File: config.mk
export PLATFORM = sky130hd
export DESIGN_NAME = seq_min_finder
export DESIGN_NICKNAME = d
export VERILOG_FILES = /design/src/rtl/seq_min_finder.sv
export SDC_FILE = /design/constraint.sdc
export NUM_CORES = 1
export LEC_CHECK = 0
export ABC_CLOCK_PERIOD_IN_PS = 5700
export CORE_MARGIN = 2
export CORE_UTILIZATION = 50
export CTS_CLUSTER_SIZE = 12
export DETAILED_ROUTE_END_ITERATION = 12
export GPL_TIMING_DRIVEN = 1
export PLACE_DENSITY = 0.84
export SLEW_MARGIN = 20
export SYNTH_ARGS = -nofsm -noshare
export SYNTH_HDL_FRONTEND = slang
export SYNTH_SLANG_ARGS = --single-unit
File: constraint.sdc
create_clock -name clk -period 5.7 [get_ports clk]
set_clock_uncertainty 0.15 [all_clocks]
set_input_delay 0.57 -clock clk [delete_from_list [all_inputs] [get_ports clk]]
set_output_delay 0.57 -clock clk [all_outputs]
set_load 0.03 [all_outputs]
File: src/rtl/seq_min_finder.sv
// ----------------------------------------------------------------------------
// seq_min_finder
//
// Streaming minimum tracker. A burst of unsigned operands is accepted over a
// valid/ready handshake; each accepted beat is compared against the running
// minimum with a strict unsigned A < B test, which matches the upstream
// comparator. At the end of the burst the block presents three values and
// holds them until the consumer takes them:
//   - the minimum operand
//   - the 0-based beat index of that minimum
//   - the number of beats accepted
//
// Handshake semantics (both directions):
//   A transfer happens on a rising clk edge where valid & ready are both 1.
//   in_ready depends only on the FSM state, never on in_valid.
//   out_valid stays asserted, with stable data, until out_valid & out_ready.
//
// Ports:
//   clk         in   1      rising-edge clock
//   rst_n       in   1      asynchronous active-low reset
//   start       in   1      one-cycle pulse, starts a burst (IDLE only)
//   in_valid    in   1      operand beat valid
//   in_data     in   WIDTH  operand
//   in_last     in   1      final beat of the burst
//   in_ready    out  1      a beat is accepted this cycle if in_valid
//   out_valid   out  1      result valid, held until taken
//   out_ready   in   1      consumer takes the result
//   out_min     out  WIDTH  minimum operand of the burst
//   out_index   out  IDXW   0-based beat index of the minimum
//   out_count   out  IDXW   number of beats accepted
//   busy        out  1      high in COLLECT or DONE
//   dbg_state_o out  2      FSM state: 0 = IDLE, 1 = COLLECT, 2 = DONE
// ----------------------------------------------------------------------------
module seq_min_finder #(
    parameter int WIDTH = 8,
    parameter int IDXW  = 8
) (
    input  logic             clk,
    input  logic             rst_n,
    input  logic             start,
    input  logic             in_valid,
    input  logic [WIDTH-1:0] in_data,
    input  logic             in_last,
    output logic             in_ready,
    output logic             out_valid,
    input  logic             out_ready,
    output logic [WIDTH-1:0] out_min,
    output logic [IDXW-1:0]  out_index,
    output logic [IDXW-1:0]  out_count,
    output logic             busy,
    output logic [1:0]       dbg_state_o
);

    typedef enum logic [1:0] {
        S_IDLE    = 2'd0,
        S_COLLECT = 2'd1,
        S_DONE    = 2'd2
    } state_e;

    // Longest burst the count field can describe: 2^IDXW - 1.
    localparam logic [IDXW:0] MAX_LEN = {1'b0, {IDXW{1'b1}}};

    state_e           state_q, state_d;
    logic [WIDTH-1:0] min_q, min_d;
    logic [IDXW-1:0]  index_q, index_d;
    logic [IDXW-1:0]  count_q, count_d;
    logic             first_q, first_d;

    logic             beat_acc;
    logic [IDXW:0]    count_inc;
    logic             hit_max;
    logic             take_beat;

    // One extra bit so the MAX_LEN compare cannot wrap.
    assign count_inc = {1'b0, count_q} + {{IDXW{1'b0}}, 1'b1};
    assign hit_max   = (count_inc == MAX_LEN);
    assign beat_acc  = in_valid && (state_q == S_COLLECT);
    // The first beat always loads, whatever stale minimum is held.
    assign take_beat = first_q || (in_data < min_q);

    // ------------------------------------------------------------------
    // State register
    // ------------------------------------------------------------------
    always_ff @(posedge clk or negedge rst_n) begin
        if (!rst_n) begin
            state_q <= S_IDLE;
        end else begin
            state_q <= state_d;
        end
    end

    // ------------------------------------------------------------------
    // Next-state logic
    // ------------------------------------------------------------------
    always_comb begin
        state_d = state_q;
        case (state_q)
            S_IDLE: begin
                if (start) state_d = S_COLLECT;
            end
            S_COLLECT: begin
                // The MAX_LEN beat closes the burst as if in_last were set.
                if (beat_acc && (in_last || hit_max)) state_d = S_DONE;
            end
            S_DONE: begin
                // A start in this cycle is dropped, not queued.
                if (out_ready) state_d = S_IDLE;
            end
            default: state_d = S_IDLE;
        endcase
    end

    // ------------------------------------------------------------------
    // Output logic (decoded from registered state only)
    // ------------------------------------------------------------------
    always_comb begin
        in_ready    = 1'b0;
        out_valid   = 1'b0;
        busy        = 1'b0;
        case (state_q)
            S_IDLE: begin
                in_ready  = 1'b0;
            end
            S_COLLECT: begin
                in_ready  = 1'b1;
                busy      = 1'b1;
            end
            S_DONE: begin
                out_valid = 1'b1;
                busy      = 1'b1;
            end
            default: begin
                in_ready  = 1'b0;
            end
        endcase
    end

    assign dbg_state_o = state_q;

    // ------------------------------------------------------------------
    // Datapath next values
    // ------------------------------------------------------------------
    always_comb begin
        min_d   = min_q;
        index_d = index_q;
        count_d = count_q;
        first_d = first_q;
        if ((state_q == S_IDLE) && start) begin
            // The previous result stays on out_min/out_index until the new
            // burst overwrites it; only the count restarts.
            count_d = '0;
            first_d = 1'b1;
        end else if (beat_acc) begin
            // Strict compare: a tie keeps the earlier index.
            if (take_beat) begin
                min_d   = in_data;
                index_d = count_q;
            end
            count_d = count_inc[IDXW-1:0];
            first_d = 1'b0;
        end
    end

    always_ff @(posedge clk or negedge rst_n) begin
        if (!rst_n) begin
            min_q   <= '0;
            index_q <= '0;
            count_q <= '0;
            first_q <= 1'b1;
        end else begin
            min_q   <= min_d;
            index_q <= index_d;
            count_q <= count_d;
            first_q <= first_d;
        end
    end

    assign out_min   = min_q;
    assign out_index = index_q;
    assign out_count = count_q;

endmodule

==> results.tsv <==
metric	value	unit
leading area contributor after synthesis	dfrtp_1	
CP arrival	2860	ps
ANT cells	0	
Mapped Avg Cell Area	11.2	sq um
max frequency	359	MHz
WL/cell	15.3	um
setup violators final	0	
hold-fix buffers at CTS	0	
CTS tree	done	
Final Cycle Share	48.9	%
asr flop ratio synth	100	%
fin. max-slew vios	0	
initial antenna violation count	0	
total core area	0.00276	sq mm
top cell type's share of synthesized area	44.4	%
Netlist cell types	36	
Main synth FF type	dfrtp_1	
first-pass iteration count of the detailed router	4	
post-place setup slack	2600	ps
Worst EP required	5770	ps
layout cells sized above 1	14.9	%
largest net degree at the start of global routing	28	
Worst path slowest cell	o21ai_2	
Row Count	19	
CTS root buf	clkbuf_4	
cell count after synthesis	131	
Tot GR Track Use	19.7	%
DP Wirelength	2.37	mm
Via density	5.60	
Slew HR	44.6	%
Max VDD drop	0.341	mV
Worst Hold Class	reg2reg	
Die X	58.1	um
clock sinks	27	
most frequent CP cell	a21o_1	
slowest stage delay, CP	650	ps
deepest clock path buffer count	2	
Synth area leaders	dfrtp_1 44%, mux2_2 12%, ha_1 11%	
mapped cell area	0.00146	sq mm
post-CTS resize count	0	
first-pass GRT wire length	5.17	mm
Worst-Skew Late Latency	320	ps
GPL Wtd Cong	0.832	
EDFF count, synth	0	
Setup crit start kind	input port	
Leak	0.878	nW
Die ar.	0.00338	sq mm
Yosys reg bits	27	
YS warnings	0	
IO Pins	43	
CTS buffer count	3	
RSZ-0062 raised after global routing	no	
wirelength, routed	3.13	mm
Final Hold Vio Count	0	
Die Span Y	58.1	um
Setup crit end kind	flop	
post-synthesis sequential area ratio	46.2	%
maxcap violations	0	
total global routing overflow	0	
Initial Util	53.1	%
maximum fanout along the worst path	16	
Synth-to-Final Area Change	32.3	%
via count	1147	
syn nets	158	
Clk pin slew, worst setup/hold paths	140	ps
critical path class	in2reg	
Post-CTS Setup Bufs	0	
H-tree depth	1	
most common cell after layout, fill and taps aside	clkdlybuf4s50_1	
post-route setup slack	2910	ps
drt first-iter violations	24	
IO Port Bufs	42	
total chip power	0.000879	W
min Tclk post-route	2790	ps
residual DRC count	0	
CP cell instances	clkdlybuf4s50_1 -> ha_1 -> a21o_1 -> a21o_1 -> a21oi_1 -> o31a_1 -> o21ai_2 -> mux2_2	
Setup TNS	0	ps
outcome	completed	
post-route ant nets	0	
PwrDens	454	mW/mm^2
most frequent cells in the layout	42 x clkdlybuf4s50_1, 26 x dfrtp_1, 16 x mux2_2, 13 x ha_1	
vias in the first global route	1177	
Worst-Margin Slew	831	ps
fin nets	202	
[per-stage QoR]
stage | util, % | hold WS (ps) | cell area, sq um | cells
final | 70.2 | 377 | 1940 | 205
after global routing | 70.2 | 396 | 1940 | 205
after CTS | 70.2 | 378 | 1940 | 205
after detailed placement | 69.3 | 348 | 1910 | 201
after global placement | 69.3 | 341 | 1910 | 201
after floorplan | - | 124 | 1460 | 131
[power by group]
part | internal (W) | leakage (nW) | switching, W
Clock | 0.0000274 | 0.0150 | 0.0000551
Sequential | 0.000247 | 0.351 | 0.0000470
Combinational | 0.000224 | 0.512 | 0.000278
[worst paths after layout]
check | endpoint | from | slack, ps | depth (start not counted)
hold reg to reg | out_index[4]$_DFFE_PN0P_ | out_index[4]$_DFFE_PN0P_ | 380 | 1
hold / removal | out_index[4]$_DFFE_PN0P_ | out_index[4]$_DFFE_PN0P_ | 380 | 1
setup reg to reg | out_min[1]$_DFFE_PN0P_ | out_min[5]$_DFFE_PN0P_ | 3180 | 8
min in group asynchronous | out_min[1]$_DFFE_PN0P_ | rst_n | 460 | 2
setup / recovery | out_min[1]$_DFFE_PN0P_ | in_data[5] | 2910 | 8
max in group asynchronous | first_q$_DFFE_PN1P_ | rst_n | 4650 | 2
[flip-flops by register name, summed over array words and instances, names as in the netlist]
register and flops:
out_count 8, first_q 1, dbg_state_o 2, out_index 8, out_min 8
[final cells by class]
cell class,count,area (sq um)
clock buffer,4,26.3
fill,213,821
inverter,12,45.0
multi-input combinational,88,722
sequential,27,677
tap,31,38.8
timing repair buffer,43,428
[layer usage]
| layer | track usage [%] | vias up | part of all wire, % |
|---|---|---|---|
| li1 | - | 543 | - |
| met1 | 24.1 | 571 | 44 |
| met2 | 37.3 | 31 | 51 |
| met3 | 2.23 | 2 | 3.9 |
| met4 | 3.99 | 0 | 0.54 |
| met5 | 0 | - | 0 |
[logic make-up (layout without fill, tap and decap cells)]
| kind of cell | count (synthesis) | count (layout) | share of synthesized area, % |
|---|---|---|---|
| AOI/OAI and AO/OA | 22 | 22 | 10.4 |
| xor gates and xnor gates | 7 | 7 | 4.19 |
| adders and majority gates | 13 | 13 | 11.1 |
| buffers and inverters | 16 | 59 | 4.44 |
| DFF | 27 | 27 | 46.2 |
| muxes | 17 | 17 | 13.1 |
| and+or+nand+nor | 29 | 29 | 10.5 |
[cell usage after synthesis, types with 3 or more instances]
cell,number
a21o_1,4
nor2_1,12
inv_1,12
xnor2_1,5
nand2_1,3
a21oi_1,5
ha_1,13
mux2_2,16
dfrtp_1,26
[worst max-delay path, delay by kind of cell]
| kind | cells | cell delay, ps |
|---|---|---|
| adders and majority gates | 1 | 320 |
| muxes | 1 | 420 |
| buffers and inverters | 1 | 440 |
| AOI/OAI and AO/OA | 5 | 1100 |
(Power assumes the default switching activity.)
